==> config.mk <==
export PLATFORM = sky130hd
export DESIGN_NAME = impulse_sweep_ctrl_flat
export DESIGN_NICKNAME = d
export VERILOG_FILES = /design/src/rtl/impulse_sweep_ctrl_pkg.sv /design/src/rtl/impulse_sweep_ctrl_if.sv /design/src/rtl/impulse_sweep_ctrl_frame_phase_ctr.sv /design/src/rtl/impulse_sweep_ctrl.sv /design/src/flat_wrapper.sv
export SDC_FILE = /design/constraint.sdc
export NUM_CORES = 1
export LEC_CHECK = 0
export CAP_MARGIN = 25
export CORE_MARGIN = 1.5
export CORE_UTILIZATION = 52
export CTS_CLUSTER_DIAMETER = 100
export DETAILED_ROUTE_END_ITERATION = 7
export PLACE_DENSITY = 0.79
export REMOVE_ABC_BUFFERS = 1
export SYNTH_ARGS = -nofsm -noshare
export SYNTH_HDL_FRONTEND = slang
export SYNTH_HIERARCHICAL = 1
export SYNTH_SLANG_ARGS = --single-unit
==> constraint.sdc <==
create_clock -name clk -period 3.9 [get_ports clk]
set_clock_uncertainty 0.1 [all_clocks]
set_input_delay 0.585 -clock clk [delete_from_list [all_inputs] [get_ports clk]]
set_output_delay 0.585 -clock clk [all_outputs]
set_load 0.02 [all_outputs]
==> src/rtl/impulse_sweep_ctrl_pkg.sv <==
// Shared types for the impulse sweep sequencer.
package impulse_sweep_ctrl_pkg;
  typedef enum logic {IDLE, RUN} sweep_state_t;
endpackage

==> src/rtl/impulse_sweep_ctrl_if.sv <==
// AXI-Stream style output bundle carrying the impulse sample stream.
interface impulse_sweep_ctrl_if #(
  parameter int WIDTH = 16
);
  logic [WIDTH-1:0] tdata;
  logic             tvalid;
  logic             tready;
  logic             tlast;

  modport master (output tdata, output tvalid, output tlast, input tready);
  modport slave  (input tdata, input tvalid, input tlast, output tready);
endinterface

==> src/rtl/impulse_sweep_ctrl_frame_phase_ctr.sv <==
// Sample / frame / phase counters of the sweep; exposes next-state values so
// the top level can register its outputs without a tready->tdata path.
module frame_phase_ctr #(
  parameter int MAX_CNT = 64,
  parameter int FRM_W   = 8,
  localparam int PW     = $clog2(MAX_CNT)
) (
  input  logic             clk,
  input  logic             rst_n,
  input  logic             load,
  input  logic [PW-1:0]    load_pha,
  input  logic             advance,
  input  logic [FRM_W-1:0] frm_last,
  input  logic [PW-1:0]    pha_end,
  output logic [PW-1:0]    smp_nx,
  output logic [PW-1:0]    pha_nx,
  output logic             frame_done,
  output logic             sweep_end
);
  logic [PW-1:0]    smp_q, smp_d;
  logic [PW-1:0]    pha_q, pha_d;
  logic [FRM_W-1:0] frm_q, frm_d;
  logic             last;

  assign last       = (smp_q == PW'(MAX_CNT - 1));
  assign frame_done = last && (frm_q == frm_last);
  assign sweep_end  = frame_done && (pha_q == pha_end);
  assign smp_nx     = smp_d;
  assign pha_nx     = pha_d;

  always_comb begin
    smp_d = smp_q;
    frm_d = frm_q;
    pha_d = pha_q;
    if (load) begin
      smp_d = '0;
      frm_d = '0;
      pha_d = load_pha;
    end else if (advance) begin
      // MAX_CNT is a power of two, so the sample and phase counters wrap naturally
      smp_d = smp_q + PW'(1);
      if (last) begin
        if (frm_q == frm_last) begin
          frm_d = '0;
          if (pha_q != pha_end) pha_d = pha_q + PW'(1);
        end else begin
          frm_d = frm_q + FRM_W'(1);
        end
      end
    end
  end

  always_ff @(posedge clk or negedge rst_n) begin
    if (!rst_n) begin
      smp_q <= '0;
      frm_q <= '0;
      pha_q <= '0;
    end else begin
      smp_q <= smp_d;
      frm_q <= frm_d;
      pha_q <= pha_d;
    end
  end
endmodule

==> src/rtl/impulse_sweep_ctrl.sv <==
// Impulse sweep sequencer: emits one impulse per M-sample frame, stepping its
// phase across a programmed range, with start/abort control and AXIS backpressure.
module impulse_sweep_ctrl
  import impulse_sweep_ctrl_pkg::*;
#(
  parameter int WIDTH   = 16,
  parameter int MAX_CNT = 64,
  parameter int FRM_W   = 8,
  localparam int PW     = $clog2(MAX_CNT)
) (
  input  logic                 clk,
  input  logic                 rst_n,
  input  logic                 start,
  input  logic                 abort,
  input  logic [PW-1:0]        phase_start,
  input  logic [PW-1:0]        phase_end,
  input  logic [FRM_W-1:0]     frames_per_phase,
  input  logic [WIDTH-1:0]     pulse_val,
  output logic                 busy,
  output logic                 done,
  output logic                 aborted,
  output logic [PW-1:0]        cur_phase,
  impulse_sweep_ctrl_if.master m_axis
);
  sweep_state_t     state_q, state_d;
  logic [PW-1:0]    cfg_end_q, cfg_end_d;
  logic [FRM_W-1:0] cfg_frm_last_q, cfg_frm_last_d;
  logic [WIDTH-1:0] cfg_pulse_q, cfg_pulse_d;
  logic             abort_req_q, abort_req_d;
  logic             tvalid_q, tvalid_d;
  logic             tlast_q, tlast_d;
  logic [WIDTH-1:0] tdata_q, tdata_d;
  logic             busy_q, busy_d;
  logic             done_q, done_d;
  logic             aborted_q, aborted_d;
  logic [PW-1:0]    cur_phase_q, cur_phase_d;

  logic             load, xfer;
  logic [PW-1:0]    smp_nx, pha_nx;
  logic             frame_done, sweep_end;
  logic [WIDTH-1:0] pulse_src;

  assign load = (state_q == IDLE) && start;
  assign xfer = tvalid_q && m_axis.tready;

  frame_phase_ctr #(
    .MAX_CNT (MAX_CNT),
    .FRM_W   (FRM_W)
  ) u_ctr (
    .clk        (clk),
    .rst_n      (rst_n),
    .load       (load),
    .load_pha   (phase_start),
    .advance    (xfer),
    .frm_last   (cfg_frm_last_q),
    .pha_end    (cfg_end_q),
    .smp_nx     (smp_nx),
    .pha_nx     (pha_nx),
    .frame_done (frame_done),
    .sweep_end  (sweep_end)
  );

  // Outputs are registered from the counters' next values, so a stall simply holds them
  assign pulse_src = load ? pulse_val : cfg_pulse_q;

  always_comb begin
    state_d        = state_q;
    cfg_end_d      = cfg_end_q;
    cfg_frm_last_d = cfg_frm_last_q;
    cfg_pulse_d    = cfg_pulse_q;
    abort_req_d    = abort_req_q;
    tvalid_d       = tvalid_q;
    tlast_d        = tlast_q;
    tdata_d        = tdata_q;
    busy_d         = busy_q;
    done_d         = 1'b0;
    aborted_d      = aborted_q;
    cur_phase_d    = cur_phase_q;
    unique case (state_q)
      IDLE: begin
        if (start) begin
          state_d        = RUN;
          cfg_end_d      = phase_end;
          cfg_frm_last_d = (frames_per_phase == '0) ? '0 : frames_per_phase - FRM_W'(1);
          cfg_pulse_d    = pulse_val;
          abort_req_d    = 1'b0;
          aborted_d      = 1'b0;
          busy_d         = 1'b1;
          tvalid_d       = 1'b1;
          tdata_d        = (smp_nx == pha_nx) ? pulse_src : '0;
          tlast_d        = (smp_nx == PW'(MAX_CNT - 1));
          cur_phase_d    = pha_nx;
        end
      end
      RUN: begin
        abort_req_d = abort_req_q || abort;
        if (xfer && frame_done && (sweep_end || abort_req_q || abort)) begin
          // A natural end takes precedence over a pending abort
          state_d   = IDLE;
          busy_d    = 1'b0;
          done_d    = 1'b1;
          aborted_d = !sweep_end;
          tvalid_d  = 1'b0;
          tlast_d   = 1'b0;
          tdata_d   = '0;
        end else if (xfer) begin
          tdata_d     = (smp_nx == pha_nx) ? pulse_src : '0;
          tlast_d     = (smp_nx == PW'(MAX_CNT - 1));
          cur_phase_d = pha_nx;
        end
      end
      default: state_d = IDLE;
    endcase
  end

  always_ff @(posedge clk or negedge rst_n) begin
    if (!rst_n) begin
      state_q        <= IDLE;
      cfg_end_q      <= '0;
      cfg_frm_last_q <= '0;
      cfg_pulse_q    <= '0;
      abort_req_q    <= 1'b0;
      tvalid_q       <= 1'b0;
      tlast_q        <= 1'b0;
      tdata_q        <= '0;
      busy_q         <= 1'b0;
      done_q         <= 1'b0;
      aborted_q      <= 1'b0;
      cur_phase_q    <= '0;
    end else begin
      state_q        <= state_d;
      cfg_end_q      <= cfg_end_d;
      cfg_frm_last_q <= cfg_frm_last_d;
      cfg_pulse_q    <= cfg_pulse_d;
      abort_req_q    <= abort_req_d;
      tvalid_q       <= tvalid_d;
      tlast_q        <= tlast_d;
      tdata_q        <= tdata_d;
      busy_q         <= busy_d;
      done_q         <= done_d;
      aborted_q      <= aborted_d;
      cur_phase_q    <= cur_phase_d;
    end
  end

  assign m_axis.tvalid = tvalid_q;
  assign m_axis.tlast  = tlast_q;
  assign m_axis.tdata  = tdata_q;
  assign busy          = busy_q;
  assign done          = done_q;
  assign aborted       = aborted_q;
  assign cur_phase     = cur_phase_q;
endmodule
==> src/flat_wrapper.sv <==
// flat-port wrapper written by rule: the top's interface ports become plain ports
module impulse_sweep_ctrl_flat import impulse_sweep_ctrl_pkg::*;
#(
  parameter int WIDTH   = 16,
  parameter int MAX_CNT = 64,
  parameter int FRM_W   = 8,
  localparam int PW     = $clog2(MAX_CNT)
)
  (clk, rst_n, start, abort, phase_start, phase_end, frames_per_phase, pulse_val, busy, done, aborted, cur_phase, m_axis_tdata, m_axis_tvalid, m_axis_tlast, m_axis_tready);
  impulse_sweep_ctrl_if #(.WIDTH(WIDTH)) m_axis_i ();
  input  logic clk;
  input  logic rst_n;
  input  logic start;
  input  logic abort;
  input  logic [PW-1:0] phase_start;
  input  logic [PW-1:0] phase_end;
  input  logic [FRM_W-1:0] frames_per_phase;
  input  logic [WIDTH-1:0] pulse_val;
  output logic busy;
  output logic done;
  output logic aborted;
  output logic [PW-1:0] cur_phase;
  output wire logic [$bits(m_axis_i.tdata)-1:0] m_axis_tdata;
  output wire logic [$bits(m_axis_i.tvalid)-1:0] m_axis_tvalid;
  output wire logic [$bits(m_axis_i.tlast)-1:0] m_axis_tlast;
  input wire logic [$bits(m_axis_i.tready)-1:0] m_axis_tready;
  assign m_axis_tdata = m_axis_i.tdata;
  assign m_axis_tvalid = m_axis_i.tvalid;
  assign m_axis_tlast = m_axis_i.tlast;
  assign m_axis_i.tready = m_axis_tready;
  impulse_sweep_ctrl #(.WIDTH(WIDTH), .MAX_CNT(MAX_CNT), .FRM_W(FRM_W)) u_core (.clk(clk), .rst_n(rst_n), .start(start), .abort(abort), .phase_start(phase_start), .phase_end(phase_end), .frames_per_phase(frames_per_phase), .pulse_val(pulse_val), .busy(busy), .done(done), .aborted(aborted), .cur_phase(cur_phase), .m_axis(m_axis_i));
endmodule
==> flow_metrics.env <==
export IMPL_swShare_pct=29.6
export IMPL_ctsResizeCount=0
export IMPL_synthToLayoutAreaGrowth_pct=26.6
export IMPL_fin_crit_ps=3520
export IMPL_antenna_left=0
export IMPL_chipHeight_um=87.1
export IMPL_pin_count=68
export IMPL_diodes=0
export IMPL_required_ps=4080
export IMPL_pwr_share_clk_pct=29.4
export IMPL_nets=476
export IMPL_slew_headroom_pct=44.9
export IMPL_combPwrFrac_pct=22.0
export IMPL_synth_edf_count=0
export IMPL_grt_max_degree=79
export IMPL_ys_ff_latch=78
export IMPL_numCtsBuffers=9
export IMPL_drcViolationCount=0
export IMPL_hold_viol_final=0
export IMPL_synthFlopType="dfrtp_1"
export IMPL_power_density_nw_per_um2=434
export IMPL_dp_slack_ps=50.4
export IMPL_rows=30
export IMPL_ys_types=43
export IMPL_place_gp_congestion=0.833
export IMPL_port_buffers=67
export IMPL_place_hpwl_um=5450
export IMPL_grt_pass1_wl_um=13500
export IMPL_grt_overflow=0
export IMPL_cts_setup_buffers=0
export IMPL_grt_setup_unrepaired="no"
export IMPL_cts_buffer_depth=2
export IMPL_insertion_delay_ps=340
export IMPL_grt_antenna_before_repair=0
export IMPL_drive_gt1_share_pct=11.3
export IMPL_grt_use_total_pct=22.7
export IMPL_p_sw_mw=0.599
export IMPL_core_area_um2=6830
export IMPL_fmaxAchievable_mhz=284
export IMPL_cts_hold_buffers_added=0
export IMPL_cts_tree="built"
export IMPL_endpoint_kind="flip-flop"
export IMPL_intPower_mw=1.42
export IMPL_cp_max_fo=16
export IMPL_via_count=2910
export IMPL_ys_seq_area_share_pct=53.0
export IMPL_synth_warnings=6
export IMPL_period_share_pct=90.3
export IMPL_power_total_mw=2.02
export IMPL_wl_per_cell_um=15.2
export IMPL_yosys_top_cells_area="dfrtp_1, nand2_1, xnor2_1"
export IMPL_cellLeakagePower_nw=2.11
export IMPL_syn_avg_cell_area_um2=10.2
export IMPL_h_tree_depth=3
export IMPL_path_class="primary input to flip-flop"
export IMPL_fill_cells=575
export IMPL_drt_first_pass_iters=5
export IMPL_syn_area_um2=3680
export IMPL_drv_slew=0
export IMPL_synth_top_area_share_pct=53.0
export IMPL_netlist_instances=360
export IMPL_path_clk_slew_ps=80
export IMPL_maxCapViolCount=0
export IMPL_yosys_area_top_type="dfrtp_1"
export IMPL_grt_pass1_vias=2975
export IMPL_synth_async_reset_ratio_pct=100
export IMPL_drt_iter0_markers=235
export IMPL_power_share_sequential_pct=48.5
export IMPL_start_util_pct=53.9
export IMPL_start_kind="primary input"
export IMPL_routed_wl_um=8040
export IMPL_dieArea_um2=7590
export IMPL_worstPathArrival_ps=3700
export IMPL_postLayoutSetupSlackWorst_ps=378
export IMPL_setup_viol=0
export IMPL_die_w_um=87.1
export IMPL_fin_util_pct=68.2
export IMPL_clockRootBuffer="clkbuf_8"
export IMPL_status="finished clean"
export IMPL_cts_sinks=78
export IMPL_tns_ps=0
export IMPL_viasPerCell=5.49
export IMPL_hp_class="primary input to async pin"
export IMPL_worstMarginPinSlew_ps=816
export IMPL_max_vdd_ir_drop_v=0.000265
==> cell type report <==
type	count	area (um2)	area share [%]
Clock buffer	10	138	2.95
Clock inverter	5	60.1	1.29
Sequential cell	78	1950	41.9
Inverter	8	30.0	0.644
Timing Repair Buffer	75	748	16.1
Tap cell	96	120	2.58
Multi-Input combinational cell	258	1610	34.6
==> sequential cells by signal, indices dropped and copies added (netlist names) <==
name	flops
u_core/u_ctr/smp_q	6
u_core/busy	1
u_core/abort_req_q	1
u_core/m_axis.tlast	1
u_core/cur_phase	6
u_core/cfg_pulse_q	16
u_core/cfg_end_q	6
u_core/aborted	1
u_core/cfg_frm_last_q	8
u_core/state_q	1
u_core/u_ctr/frm_q	8
u_core/done	1
u_core/u_ctr/pha_q	6
u_core/m_axis.tdata	16
==> placed cells by master, fill, tap and decap left out, drive strengths merged, types with 9 or more instances in the layout <==
cell	n
a21oi	9
a22o	17
buf	9
clkbuf	10
clkdlybuf4s50	66
dfrtp	78
nand2	84
nor2	23
o21ai	16
xnor2	14
xor2	14
==> final timing paths <==
kind	start	endpoint	slack, ps	cells past startpoint
max	m_axis_tready	u_core/m_axis.tdata[1]	380	11
min	rst_n	u_core/cfg_end_q[1]	150	2
max reg2reg	u_core/u_ctr/frm_q[4]	u_core/m_axis.tdata[1]	560	10
min reg2reg	u_core/cfg_pulse_q[1]	u_core/cfg_pulse_q[1]	380	2
max in group asynchronous	rst_n	u_core/u_ctr/frm_q[0]	3230	2
min in group clk	u_core/cfg_pulse_q[1]	u_core/cfg_pulse_q[1]	380	2
==> critical path, cell delays in order <==
cell and delay (ps):
clkdlybuf4s50_1 480, and2_1 160, and4_1 340, nand3_2 240, or4b_1 550, a31oi_1 280
xnor2_1 160, nand4_1 180, nor4_4 280, buf_4 260, a22o_1 170
==> per-layer routing <==
| layer | share of wire (%) | GRT usage [%] | vias to the layer above |
|---|---|---|---|
| met4 | 0.77 | 6.64 | 0 |
| met1 | 45 | 29.6 | 1413 |
| li1 | - | - | 1393 |
| met2 | 49 | 37.4 | 98 |
| met5 | 0 | 0 | - |
| met3 | 6.0 | 6.26 | 6 |
==> through the flow <==
| step | cell area, um2 | hold WS (ps) | instances |
|---|---|---|---|
| 2_1_floorplan | 3590 | 189 | 344 |
| 3_3_place_gp | 4430 | 355 | 514 |
| 3_5_place_dp | 4430 | 358 | 514 |
| 4_1_cts | 4630 | 299 | 529 |
| 5_1_grt | 4660 | 179 | 530 |
| 6_report | 4660 | 152 | 530 |
==> power by group through the flow <==
stage	clock network (mW)	logic [mW]	registers, mW
after floorplan	0	0.243	1.01
after global placement	0	0.426	0.992
after detailed placement	0	0.437	0.996
after CTS	0.612	0.442	0.980
after global routing	0.646	0.491	0.994
final	0.595	0.445	0.981
==> kinds of logic (layout without fill, tap and decap cells) <==
logic type | after synthesis | after routing | share of synthesized area (%)
AND/OR/NAND/NOR | 153 | 153 | 20.5
flip-flops | 78 | 78 | 53.0
multiplexers | 9 | 9 | 2.65
XOR/XNOR | 28 | 28 | 6.66
buffers and inverters | 24 | 98 | 3.20
adder cells (fa/ha/maj) | 5 | 5 | 1.70
AO/OA/AOI/OAI | 63 | 63 | 12.3
==> synth_stat cells (3+ instances only) <==
library cell / n
nor4_4: 3
o31ai_1: 4
buf_1: 3
a22o_2: 10
a31oi_1: 5
inv_1: 7
dfrtp_1: 78
mux2i_1: 3
a21oi_1: 9
nand4_1: 6
or4_1: 6
mux2_2: 6
or3_1: 5
clkbuf_1: 8
xor2_1: 14
nor2_1: 23
xnor2_1: 14
nand2_1: 84
ha_1: 5
a22o_1: 7
and3_1: 6
nand3_1: 5
and4_1: 3
buf_6: 3
o21ai_0: 16
(Power assumes the default switching activity.)
